## config.mk

```make
export PLATFORM = sky130hd
export DESIGN_NAME = serial_sub
export DESIGN_NICKNAME = d
export VERILOG_FILES = /design/src/rtl/serial_sub.sv
export SDC_FILE = /design/constraint.sdc
export NUM_CORES = 1
export LEC_CHECK = 0
export BUFFER_PORTS_ARGS = -buffer_cell sky130_fd_sc_hd__buf_2
export CORE_UTILIZATION = 49
export CTS_BUF_LIST = sky130_fd_sc_hd__clkbuf_16
export DETAILED_ROUTE_END_ITERATION = 12
export GPL_TIMING_DRIVEN = 0
export PLACE_DENSITY = 0.74
export SLEW_MARGIN = 20
export SYNTH_ARGS = -nofsm -noshare
export SYNTH_HDL_FRONTEND = slang
export SYNTH_SLANG_ARGS = --single-unit
```

## constraint.sdc

```tcl
create_clock -name clk -period 1.5 [get_ports clk]
set_clock_uncertainty 0.1 [all_clocks]
set_input_delay 0.15 -clock clk [delete_from_list [all_inputs] [get_ports clk]]
set_output_delay 0.15 -clock clk [all_outputs]
set_load 0.03 [all_outputs]
```

## src/rtl/serial_sub.sv

```systemverilog
// serial_sub: bit-serial unsigned subtractor, LSB first, one bit per clock, WIDTH-cycle latency
module serial_sub #(
  parameter int WIDTH = 8
) (
  input  logic             clk,
  input  logic             rst_n,
  input  logic             start,
  input  logic [WIDTH-1:0] a,
  input  logic [WIDTH-1:0] b,
  output logic             busy,
  output logic             done,
  output logic [WIDTH-1:0] diff,
  output logic             borrow,
  output logic             zero
);
  localparam int CW = $clog2(WIDTH);
  localparam logic [1:0] IDLE = 2'd0, SHIFT = 2'd1, DONE = 2'd2;
  logic [1:0] state;
  logic [WIDTH-1:0] ra, rb, res, res_n;
  logic [CW-1:0] cnt;
  logic br, d, br_n, acc, last;
  always_comb begin
    d     = ra[0] ^ rb[0] ^ br;
    br_n  = (~ra[0] & rb[0]) | (~(ra[0] ^ rb[0]) & br);
    res_n = {d, res[WIDTH-1:1]};
    acc   = start && state != SHIFT;
    last  = cnt == CW'(WIDTH - 1);
  end
  assign busy = state == SHIFT;
  always_ff @(posedge clk or negedge rst_n) begin
    if (!rst_n) begin
      state  <= IDLE;
      ra     <= '0;
      rb     <= '0;
      res    <= '0;
      cnt    <= '0;
      br     <= 1'b0;
      done   <= 1'b0;
      diff   <= '0;
      borrow <= 1'b0;
      zero   <= 1'b0;
    end else begin
      done <= state == SHIFT && last;
      if (acc) begin
        state <= SHIFT;
        ra    <= a;
        rb    <= b;
        br    <= 1'b0;
        cnt   <= '0;
      end else if (state == SHIFT) begin
        ra  <= ra >> 1;
        rb  <= rb >> 1;
        br  <= br_n;
        res <= res_n;
        cnt <= cnt + 1'b1;
        if (last) begin
          state  <= DONE;
          diff   <= res_n;
          borrow <= br_n;
          zero   <= res_n == '0;
        end
      end else begin
        state <= IDLE;
      end
    end
  end
endmodule
```

==> flow_summary_export.csv <==
group,metric,value,unit
outcome,status,"finished, violations left",
outcome,violations,"negative setup slack",
global_route,grt_pass1_wl,5130,µm
global_route,globalRouteTotalUtil,0.198,
global_route,grt_antenna_before_repair,0,
clocking,insertion_delay,280,ps
finish,diodes,0,
route,ant_nets,0,
route,drtIter0Drc,46,
global_route,grt_remaining_overflow,0,
timing,slew_violations,0,
logic_synthesis,synth-seq-cells,40,
power,powerDensity,2280,nW/µm²
logic_synthesis,synth_top_cell_area_share,0.580,
place,dp_hpwl,2100,µm
setup_path,cp_slowest_cell,"dfrtp_1",
route,drc,0,
place,routabilityCongestion,0.701,
power,leakagePower,1.10,nW
setup_path,rrSetupSlack,-30,ps
hold_path,hold_class,"in -> reg",
logic_synthesis,ys_top_cells_by_count,"40 x dfrtp_1, 19 x nand2_1, 18 x o21ai_0",
timing,fmax,652,MHz
global_route,grt_pass1_vias,1143,
logic_synthesis,synthCells,136,
route,avgViaCountPerCell,5.16,
logic_synthesis,syn_area,1730,µm²
timing,finalSetupViolations,5,
timing,holdWs,12.8,ps
finish,fin_cells,224,
power,power.total,4.95,mW
route,routed_wl,3130,µm
global_route,grt_max_degree,41,
setup_path,start_kind,"flop",
floorplanning,die_w,61.3,µm
timing,period_needed,1530,ps
timing,grt_setup_unrepaired,"true",
finish,syn_to_final_growth,25.9,%
logic_synthesis,syn_area_per_cell,12.7,µm²
logic_synthesis,synth_cell_types,19,
floorplanning,die-height,61.3,µm
clocking,cts-buffers-inserted,5,
route,vias,1156,
job,cap_violations,0,
logic_synthesis,async_flop_share,1.00,
setup_path,cp-endpoint,"diff[5]",
clocking,clockBufferDepth,2,
logic_synthesis,ys_top_cells_by_area,"dfrtp_1 58%, mux2i_1 9.3%, mux2_2 8.5%, o21ai_0 5.2%, nand2_1 4.1%",
clocking,cts_htree_levels,2,
clocking,clock-root-buffer,"clkbuf_16",
logic_synthesis,post-synth-top-count-cell,"dfrtp_1",
setup_path,cp.required,1560,ps
timing,slew_headroom,0.433,
floorplanning,io-pin-count,31,
setup_path,worstSetupStartpoint,"cnt[0]",
finish,nNetsFinal,199,
power,peakVddDrop,0.959,mV
floorplanning,core,3360,µm²
logic_synthesis,synth_warnings,0,
logic_synthesis,synth_edf_count,0,
setup_path,worst_path_largest_cell_delay,400,ps
clocking,cts.clk_slew.worst_paths,60,ps
clocking,cts_tree,"yes",
setup_path,worstSetupPathType,"reg -> reg",
setup_path,r2r_start,"cnt[0]",
logic_synthesis,ys_seq_area_frac,0.580,
floorplanning,fp-row-count,21,
setup_path,crit_fanout,7,
place,portBuffers,29,
setup_path,reg2reg_depth,5,
timing,worstMarginPinSlew,850,ps
setup_path,arrival,1600,ps
logic_synthesis,synthesis.nets,158,
logic_synthesis,yosysTopAreaCell,"dfrtp_1",
timing,post-route-period-util,1.02,
timing,worst_slack,-34.6,ps
finish,final_layout_size_suffix_gt1_frac,0.399,
setup_path,path_cells,"ha_2, ha_4, nand3b_4, buf_8, mux2_4",
route,firstDrtPassIters,4,
route,wl_per_cell,14.0,µm
place,dp_cells,211,
timing,hold_viol,0,
setup_path,timing.rr.end,"diff[5]",
clocking,cts.sinks,40,
setup_path,endpoint_kind,"flop",
logic_synthesis,synth-main-ff-cell,"dfrtp_1",
timing,setup_tns,-163,ps
floorplanning,start_util,0.513,
floorplanning,dieArea,3760,µm²
==> per-layer routing <==
layer	routed length (µm)	vias up	track usage
li1	-	546	-
met1	1360	575	0.230
met2	1590	30	0.334
met3	141	5	0.0693
met4	40	0	0.0825
met5	0	-	0
==> how the worst min path moves through the flow <==
stage | start | end | slack [ps] | cells after the start
after floorplan | rst_n | borrow | -250 | 0
after global placement | rst_n | zero | 190 | 1
after detailed placement | rst_n | diff[4] | 210 | 1
after CTS | b[7] | rb[7] | 10 | 3
after global routing | b[7] | rb[7] | 50 | 3
final | b[7] | rb[7] | 10 | 3
==> area by class of cell <==
class	instances	area (µm²)
sequential	40	1000
fill	300	1190
multi-input combinational	84	692
clock buffer	5	125
buffer	7	60.1
timing repair buffer	35	208
inverter	4	15.0
tap	46	57.6
clock inverter	3	13.8
==> placed cells by master, fill, tap and decap left out, types with 2 or more instances in the layout <==
master     Yosys  layout
buf_2          2      30
buf_4          2       6
buf_6          3       2
clkbuf_16      0       5
clkinv_2       0       2
dfrtp_1       40      40
inv_1          4       3
mux2_2        13       7
mux2_4         3       9
mux2i_1       16      16
nand2_1       19      19
nand2b_1       3       3
nor2_1         4       4
o21ai_0       18      17
==> power breakdown <==
group	total, mW	internal [mW]	switching [mW]
logic	2.06	1.01	1.06
registers	1.90	1.57	0.323
clock network	0.989	0.603	0.387
==> kinds of logic (layout without fill, tap and decap cells) <==
kind of cell | Yosys count | count (layout) | synth area share
AND/OR/NAND/NOR | 30 | 30 | 0.0877
flip-flops | 40 | 40 | 0.580
AO/OA/AOI/OAI | 19 | 19 | 0.0566
adder cells (fa/ha/maj) | 3 | 3 | 0.0261
buffers and inverters | 12 | 54 | 0.0457
multiplexers | 32 | 32 | 0.204
==> timing repair <==
item                                   4_1_cts  5_1_grt
hold buffers                                 1        0
pin swaps                                    4        1
buffers inserted                             5        0
setup endpoints to repair                    6       10
gates resized for setup                      7        6
endpoints found under the hold margin       40        0
gates cloned                                 0        0
==> metrics by stage <==
stage	utilization	area, µm²	setup WS [ps]
floorplan	-	1730	17.5
global placement	0.575	1930	-89.3
detailed placement	0.575	1930	-130
CTS	0.642	2160	-35.6
global route	0.646	2170	-74.5
finish	0.646	2170	-34.6
==> registers in the layout, summed over array words and instances (netlist names) <==
| signal | count |
|---|---|
| rb | 8 |
| diff | 8 |
| done | 1 |
| res | 7 |
| state | 2 |
| br | 1 |
| ra | 8 |
| zero | 1 |
| cnt | 3 |
| borrow | 1 |
==> critical path: cells and delay by family (launching register included) <==
kind,cells,cell delay [ps]
DFF,1,400
and+or+nand+nor,1,110
muxes,1,300
adders and majority gates,2,370
buffers and inverters,1,140
Power figures use the tool's default switching activity.
